### config.mk
export PLATFORM = sky130hd
export DESIGN_NAME = mem_arbiter_flat
export DESIGN_NICKNAME = d
export VERILOG_FILES = /design/src/rtl/mem_arbiter_if.sv /design/src/rtl/mem_arbiter.sv /design/src/flat_wrapper.sv
export SDC_FILE = /design/constraint.sdc
export NUM_CORES = 1
export LEC_CHECK = 0
export CORE_MARGIN = 2
export CORE_UTILIZATION = 29
export DETAILED_ROUTE_END_ITERATION = 8
export PLACE_DENSITY = 0.9
export SYNTH_ARGS = -nofsm -noshare
export SYNTH_HDL_FRONTEND = slang
export SYNTH_SLANG_ARGS = --single-unit
### constraint.sdc
create_clock -name clk -period 1.6 [get_ports clk]
set_input_delay 0.32 -clock clk [delete_from_list [all_inputs] [get_ports clk]]
set_output_delay 0.32 -clock clk [all_outputs]
set_load 0.01 [all_outputs]
### src/rtl/mem_arbiter_if.sv
// mem_arbiter_if: two-requester access ports plus the memory port; slave = arbiter side, master = client/memory side
interface mem_arbiter_if #(
  parameter int WORD_SIZE = 8,
  parameter int ADDR_SIZE = 3
);
  logic                 req0, req1, we0, we1;
  logic [ADDR_SIZE-1:0] addr0, addr1;
  logic [WORD_SIZE-1:0] wdata0, wdata1;
  logic                 gnt0, gnt1, rvalid0, rvalid1, init_done;
  logic [WORD_SIZE-1:0] rdata0, rdata1;
  logic [ADDR_SIZE-1:0] m_w_addr, m_r_addr;
  logic [WORD_SIZE-1:0] m_w_word, m_r_word;
  logic                 m_wena, m_rena;
  modport slave (
    input  req0, req1, we0, we1, addr0, addr1, wdata0, wdata1, m_r_word,
    output gnt0, gnt1, rvalid0, rvalid1, rdata0, rdata1, init_done,
           m_w_addr, m_w_word, m_wena, m_r_addr, m_rena
  );
  modport master (
    output req0, req1, we0, we1, addr0, addr1, wdata0, wdata1, m_r_word,
    input  gnt0, gnt1, rvalid0, rvalid1, rdata0, rdata1, init_done,
           m_w_addr, m_w_word, m_wena, m_r_addr, m_rena
  );
endinterface

### src/rtl/mem_arbiter.sv
// mem_arbiter: zero-sweeps the memory after reset, then round-robin arbitrates one access per cycle between two ports (clk, rst_n, bus_io)
module mem_arbiter #(
  parameter int WORD_SIZE = 8,
  parameter int ADDR_SIZE = 3
) (
  input  logic          clk,
  input  logic          rst_n,
  mem_arbiter_if.slave  bus_io
);
  typedef enum logic {INIT, RUN} state_e;
  localparam logic [ADDR_SIZE-1:0] CNT_LAST = '1;
  state_e               state_q, state_d;
  logic [ADDR_SIZE-1:0] cnt_q, cnt_d, addr;
  logic [WORD_SIZE-1:0] wdata;
  logic                 prio_q, prio_d, rv0_q, rv0_d, rv1_q, rv1_d;
  logic                 run, g0, g1, gnt, we;
  always_ff @(posedge clk or negedge rst_n) begin
    if (!rst_n) begin
      state_q <= INIT;
      cnt_q   <= '0;
      prio_q  <= 1'b0;
      rv0_q   <= 1'b0;
      rv1_q   <= 1'b0;
    end else begin
      state_q <= state_d;
      cnt_q   <= cnt_d;
      prio_q  <= prio_d;
      rv0_q   <= rv0_d;
      rv1_q   <= rv1_d;
    end
  end
  always_comb begin
    run     = rst_n && state_q == RUN;
    g0      = run && bus_io.req0 && (!bus_io.req1 || !prio_q);
    g1      = run && bus_io.req1 && (!bus_io.req0 || prio_q);
    gnt     = g0 || g1;
    addr    = g1 ? bus_io.addr1 : bus_io.addr0;
    wdata   = g1 ? bus_io.wdata1 : bus_io.wdata0;
    we      = g1 ? bus_io.we1 : bus_io.we0;
    state_d = (state_q == INIT && cnt_q == CNT_LAST) ? RUN : state_q;
    cnt_d   = state_q == INIT ? cnt_q + 1'b1 : cnt_q;
    prio_d  = g0 ? 1'b1 : g1 ? 1'b0 : prio_q;
    rv0_d   = g0 && !we;
    rv1_d   = g1 && !we;
  end
  // memory controls are gated by rst_n so an async reset silences the port at once
  assign bus_io.gnt0      = g0;
  assign bus_io.gnt1      = g1;
  assign bus_io.rvalid0   = rv0_q;
  assign bus_io.rvalid1   = rv1_q;
  assign bus_io.rdata0    = bus_io.m_r_word;
  assign bus_io.rdata1    = bus_io.m_r_word;
  assign bus_io.init_done = state_q == RUN;
  assign bus_io.m_wena    = rst_n && (state_q == INIT || (gnt && we));
  assign bus_io.m_w_addr  = !rst_n ? '0 : state_q == INIT ? cnt_q : addr;
  assign bus_io.m_w_word  = run ? wdata : '0;
  assign bus_io.m_rena    = gnt && !we;
  assign bus_io.m_r_addr  = run ? addr : '0;
endmodule

### src/flat_wrapper.sv
// flat-port wrapper written by rule: the top's interface ports become plain ports
module mem_arbiter_flat 
#(
  parameter int WORD_SIZE = 8,
  parameter int ADDR_SIZE = 3
)
  (clk, rst_n, bus_io_req0, bus_io_req1, bus_io_we0, bus_io_we1, bus_io_addr0, bus_io_addr1, bus_io_wdata0, bus_io_wdata1, bus_io_m_r_word, bus_io_gnt0, bus_io_gnt1, bus_io_rvalid0, bus_io_rvalid1, bus_io_rdata0, bus_io_rdata1, bus_io_init_done, bus_io_m_w_addr, bus_io_m_w_word, bus_io_m_wena, bus_io_m_r_addr, bus_io_m_rena);
  mem_arbiter_if #(.WORD_SIZE(WORD_SIZE), .ADDR_SIZE(ADDR_SIZE)) bus_io_i ();
  input  logic clk;
  input  logic rst_n;
  input wire logic [$bits(bus_io_i.req0)-1:0] bus_io_req0;
  input wire logic [$bits(bus_io_i.req1)-1:0] bus_io_req1;
  input wire logic [$bits(bus_io_i.we0)-1:0] bus_io_we0;
  input wire logic [$bits(bus_io_i.we1)-1:0] bus_io_we1;
  input wire logic [$bits(bus_io_i.addr0)-1:0] bus_io_addr0;
  input wire logic [$bits(bus_io_i.addr1)-1:0] bus_io_addr1;
  input wire logic [$bits(bus_io_i.wdata0)-1:0] bus_io_wdata0;
  input wire logic [$bits(bus_io_i.wdata1)-1:0] bus_io_wdata1;
  input wire logic [$bits(bus_io_i.m_r_word)-1:0] bus_io_m_r_word;
  output wire logic [$bits(bus_io_i.gnt0)-1:0] bus_io_gnt0;
  output wire logic [$bits(bus_io_i.gnt1)-1:0] bus_io_gnt1;
  output wire logic [$bits(bus_io_i.rvalid0)-1:0] bus_io_rvalid0;
  output wire logic [$bits(bus_io_i.rvalid1)-1:0] bus_io_rvalid1;
  output wire logic [$bits(bus_io_i.rdata0)-1:0] bus_io_rdata0;
  output wire logic [$bits(bus_io_i.rdata1)-1:0] bus_io_rdata1;
  output wire logic [$bits(bus_io_i.init_done)-1:0] bus_io_init_done;
  output wire logic [$bits(bus_io_i.m_w_addr)-1:0] bus_io_m_w_addr;
  output wire logic [$bits(bus_io_i.m_w_word)-1:0] bus_io_m_w_word;
  output wire logic [$bits(bus_io_i.m_wena)-1:0] bus_io_m_wena;
  output wire logic [$bits(bus_io_i.m_r_addr)-1:0] bus_io_m_r_addr;
  output wire logic [$bits(bus_io_i.m_rena)-1:0] bus_io_m_rena;
  assign bus_io_i.req0 = bus_io_req0;
  assign bus_io_i.req1 = bus_io_req1;
  assign bus_io_i.we0 = bus_io_we0;
  assign bus_io_i.we1 = bus_io_we1;
  assign bus_io_i.addr0 = bus_io_addr0;
  assign bus_io_i.addr1 = bus_io_addr1;
  assign bus_io_i.wdata0 = bus_io_wdata0;
  assign bus_io_i.wdata1 = bus_io_wdata1;
  assign bus_io_i.m_r_word = bus_io_m_r_word;
  assign bus_io_gnt0 = bus_io_i.gnt0;
  assign bus_io_gnt1 = bus_io_i.gnt1;
  assign bus_io_rvalid0 = bus_io_i.rvalid0;
  assign bus_io_rvalid1 = bus_io_i.rvalid1;
  assign bus_io_rdata0 = bus_io_i.rdata0;
  assign bus_io_rdata1 = bus_io_i.rdata1;
  assign bus_io_init_done = bus_io_i.init_done;
  assign bus_io_m_w_addr = bus_io_i.m_w_addr;
  assign bus_io_m_w_word = bus_io_i.m_w_word;
  assign bus_io_m_wena = bus_io_i.m_wena;
  assign bus_io_m_r_addr = bus_io_i.m_r_addr;
  assign bus_io_m_rena = bus_io_i.m_rena;
  mem_arbiter #(.WORD_SIZE(WORD_SIZE), .ADDR_SIZE(ADDR_SIZE)) u_core (.clk(clk), .rst_n(rst_n), .bus_io(bus_io_i));
endmodule
-- After elaboration in Yosys (flattened, before gate mapping)
Cells that the tools add are included.
- flip-flop bits (word level): 7
- bits in latches: 0
- memory bits (writable): 0
- bits in read-only memories: 0
- output and inout bits: 37
- logic and storage cells: 37
- memories: 0
- add/subtract/negate cells: 1
- multiply operators: 0
- div/mod/pow operators: 0
- magnitude comparators: 0
- equality and inequality tests: 1
- shifts and indexed selects: 0
- mux-type cells: 9
- bitwise logic cells: 1
- reductions and logical operators: 20
- operators by type and width (operator ; number):
    $mux 8 ; 2
    $mux 3 ; 4
    $logic_and 1x1->1 ; 11
    $logic_not 1->1 ; 4
    $logic_or 1x1->1 ; 4
    $add 3x1->3 const B ; 1
    $eq 3x3->1 const B ; 1
    $mux 1 ; 3
    $reduce_bool 2->1 ; 1
    $not 1->1 ; 1

-- Longest topological paths before layout
- word-level depth: 7
- depth in mapped cells: 4
- gate-level depth less buffers: 3

-- Worst setup path before layout
OpenSTA, ideal clock, no wires.
- path kind: flip-flop to output port
- start point: register u_core.state_q (netlist: u_core.bus_io.init_done)
- end point: output bus_io_m_r_addr[0]
- data arrival time: 0.977 ns
- data required time: 1.280 ns
- path slack: 0.303 ns
- stages on the path, launching flop included: 4
- cell sequence: dfrtp_1 > nand2_1 > buf_2 > a21oi_1
- longest elaborated chain between the ends: 5
- RTL lines (element ; RTL line ; RTL):
    start: declaration ; mem_arbiter.sv:12 ; state_e state_q, state_d;
    start signal: assignment ; mem_arbiter.sv:25 ; state_q <= state_d;
    $logic_and 1x1->1 (*) ; mem_arbiter.sv:33 ; run = rst_n && state_q == RUN;
    $logic_and 1x1->1 (2 in series) ; mem_arbiter.sv:35 ; g1 = run && bus_io.req1 && (!bus_io.req0 || prio_q);
    $mux 3 ; mem_arbiter.sv:37 ; addr = g1 ? bus_io.addr1 : bus_io.addr0;
    $mux 3 (*) ; mem_arbiter.sv:58 ; assign bus_io.m_r_addr = run ? addr : '0;
    end: declaration ; flat_wrapper.sv:30 ; output wire logic [$bits(bus_io_i.m_r_addr)-1:0] bus_io_m_r_addr;
Every way passes the cells marked *; elsewhere a longest branch is shown, timed or not.

-- Worst setup path in the final report
- start point: register u_core.prio_q
- end point: output bus_io_m_w_word[1]
- longest elaborated chain between the ends: 4
- RTL lines (element ; RTL line ; RTL):
    start: declaration ; mem_arbiter.sv:15 ; logic prio_q, prio_d, rv0_q, rv0_d, rv1_q, rv1_d;
    start signal: assignment ; mem_arbiter.sv:27 ; prio_q <= prio_d;
    $logic_or 1x1->1 ; mem_arbiter.sv:35 ;
    $logic_and 1x1->1 ; mem_arbiter.sv:35 ;
    $mux 8 ; mem_arbiter.sv:38 ; wdata = g1 ? bus_io.wdata1 : bus_io.wdata0;
    $mux 8 ; mem_arbiter.sv:56 ; assign bus_io.m_w_word = run ? wdata : '0;
    end: declaration ; flat_wrapper.sv:28 ; output wire logic [$bits(bus_io_i.m_w_word)-1:0] bus_io_m_w_word;
No other way between the ends.

==> results by group <==
Floorplan
  – Starting density of the core: between 20 and 30%
  – Number of core rows: 18
  – DIE AREA: 2900 um2
  – Ports: 73
  – Core Box Area: 2410 um2
  – Die Span X: approximately 54 um
  – Die Span Y: 53.9 um

Global routing
  – Met2 Resource Use GR: approximately 37%
  – Pin count of the biggest net entering global routing: 15
  – Antenna violations before repair: 0
  – First-pass GRT wire length: a little over 4 mm
  – GR peak layer: met2
  – Met3 usage: a little under 2%
  – All-Layer GR Usage: roughly a fifth
  – Vias in the first global route: 936
  – GRT overflow: 0
  – M1 GR Usage: 20.7%

Detailed routing
  – Vias per inst: about 5
  – DRC viols: 0
  – WL per Instance: approximately 15 um
  – TritonRoute pass-1 iters: 4
  – Routed wire length: between 2 and 3 mm
  – 1st-iter DRT viols: 6
  – Routed Antenna Nets: 0
  – DR vias: 912

Place
  – Final HPWL from detailed placement: roughly 1.9 mm
  – RePlAce Congestion: between 0.8 and 0.9
  – Dpl cells: approximately 160
  – PortBufs: between 40 and 50

Worst setup path
  – Startpoint types: register
  – Setup crit start: u_core.prio_q
  – CP Capture Type: primary output
  – Crit Path Category: reg2out
  – R2r setup slk: around 0.05 ns
  – Worst Path Max Fanout: 5
  – FF-to-FF Start: u_core.prio_q
  – WP data required: around 1.3 ns
  – Data arrival, critical path: roughly 1.5 ns

Clock network
  – Root buffer cell: clkbuf_4
  – Hold-fix buffers, CTS: 0
  – Clock Latency Late Sink: approximately 0.26 ns
  – CTS tree: done
  – TritonCTS Buffers: 3
  – Longest Clk Path Bufs: 2
  – Clock Sinks: 7
  – Max H-tree Level: 1
  – Clock transition at the registers of the reported paths: approximately 0.050 ns

Power
  – Overall power: 769 uW
  – Static Leak: 0.626 nW
  – Maximum vdd ir drop: around 0.29 mV
  – Cell Pwr Density: around 570 nW/um2

Logic synthesis
  – Post-synthesis compound-gate area fraction: a little over a quarter
  – Simple-Gate Fraction of Synth Area: approximately 17%
  – Count of cell types in the netlist: 26
  – Top cells by area, synth: dfrtp_1, buf_4, o21ai_0
  – Seq/Total Area, Yosys: 24.3%
  – Register bit total from synthesis: 7
  – Top cell type's share of synthesized area: 24.3%
  – Count of warnings emitted by yosys: 0
  – Mapped Cells: 92
  – Post-Synth Adder-Cell Area: approximately 3.5%
  – Mapped cell area: 722 um2
  – Mean Syn Cell Area: between 7 and 8 um2
  – Xor-xnor portion of the synthesized cell area: around 1.2%
  – Net Count, Synth: 130
  – Largest family of logic cells by synthesized area: compound AO/OA/AOI/OAI gates
  – Mux share of post-synthesis cell area: under 10%
  – Post-synth top area cell: dfrtp_1

Layout
  – Multi-input logic area: 467 um2
  – Filler cell count: 217
  – Storage element area: around 180 um2
  – P&R area growth vs syn: 86.3%
  – Diodes inserted: 0
  – Most common cell after layout, fill and taps aside: clkdlybuf4s50_1
  – Final nets: ~190
  – Share of layout cells above drive strength 1: slightly below 50%
  – Non-Filler Instances: 180
  – Most frequent cells in the layout: clkdlybuf4s50_1, buf_2, buf_4
  – Util after Layout: 55.8%

Timing
  – Final worst slack: -0.184 ns
  – Worst Max-Slew Pin Slew: between 0.2 and 0.25 ns
  – Tmin final: 1.78 ns
  – Worst Skew: 0.00242 ns
  – Slew Limit Fails: 0
  – Worst rel slew slack: a little under nine tenths
  – Max frequency: around 560 MHz
  – Final period util: 112%
  – RSZ-0062 raised after global routing: yes
  – Final hold viol count: 0
  – Final setup fails: 17

Worst hold path
  – Worst Hold Class: in2async

Run
  – Total of max-cap violations: 0

Run status
  – Status: finished with violations
  – Violated checks: setup timing
## routing by layer
metal  vias up  routed length [um]
met4         0                  72
met5         -                   0
met2        46                1470
met3        10                 164
li1        433                   -
met1       423                1030
## path summary, 6_finish.rpt
check                                        endpoint  depth (start not counted)
worst max-delay path               bus_io_m_w_word[1]                          6
worst min-delay path                  u_core.cnt_q[1]                          2
worst max register to register  u_core.bus_io.rvalid1                          9
worst min register to register        u_core.cnt_q[0]                          1
max in group asynchronous               u_core.prio_q                          2
min in group clk                u_core.bus_io.rvalid1                          2
## cell usage after synthesis, drive strengths merged
library cell	count
buf	21
o21ai	17
a21oi	11
nand3	11
dfrtp	7
a31oi	3
nor2	3
ha	2
inv	2
mux2	2
nand2	2
nor3	2
a21bo	1
and3	1
clkbuf	1
nand2b	1
nor2b	1
o21a	1
o32a	1
or2	1
xnor2	1
## critical path, cell delays in order, from the launching register on
cell	delay, ns
dfrtp_2	0.44
buf_6	0.14
nor2b_4	0.17
buf_6	0.13
o21ai_1	0.07
a21oi_2	0.13
buf_2	0.14
## registers in the layout (all words and copies together) (netlist names)
name	count
u_core.bus_io.rvalid1	1
u_core.bus_io.init_done	1
u_core.cnt_q	3
u_core.bus_io.rvalid0	1
u_core.prio_q	1
## report_power, final
group / leakage (nW) / total, mW / switching (mW) / internal, mW
sequential: 0.0889 / 0.194 / 0.00911 / 0.185
clock: 0.0150 / 0.166 / 0.0709 / 0.0955
combinational: 0.522 / 0.408 / 0.179 / 0.229
## cell type report
class / count / share of cell area (%)
flip-flops and latches: 7 / 13.1
well taps: 30 / 2.79
multi-input cells: 62 / 34.7
inverters: 2 / 0.558
repair buffers: 75 / 46.9
clock buffers: 4 / 1.95
## timing repair
item,in CTS,in global routing
cloned,1,0
setup endpoints to repair,18,19
buffers inserted,11,1
pin swaps,16,9
resized for setup,102,12
## kinds of logic (layout without fill, tap and decap cells)
logic type	count (synthesis)	after routing
DFF	7	7
xor gates and xnor gates	1	1
AOI/OAI and AO/OA	34	34
adders and majority gates	2	2
muxes	2	2
and+or+nand+nor	22	23
buffers and inverters	24	81
## metrics by stage
stage                     area [um2]  setup WS (ns)  TNS [ns]  hold slack [ns]
after floorplan                  722          0.303         0           0.0244
after global placement          1210         -0.776    -12.42            0.485
after detailed placement        1210         -0.808    -13.29            0.525
after CTS                       1310         -0.182     -1.86            0.179
after global routing            1350         -0.232     -3.07            0.203
final                           1350         -0.184     -2.09            0.190
Note: power is estimated with default switching activity, not from simulation.
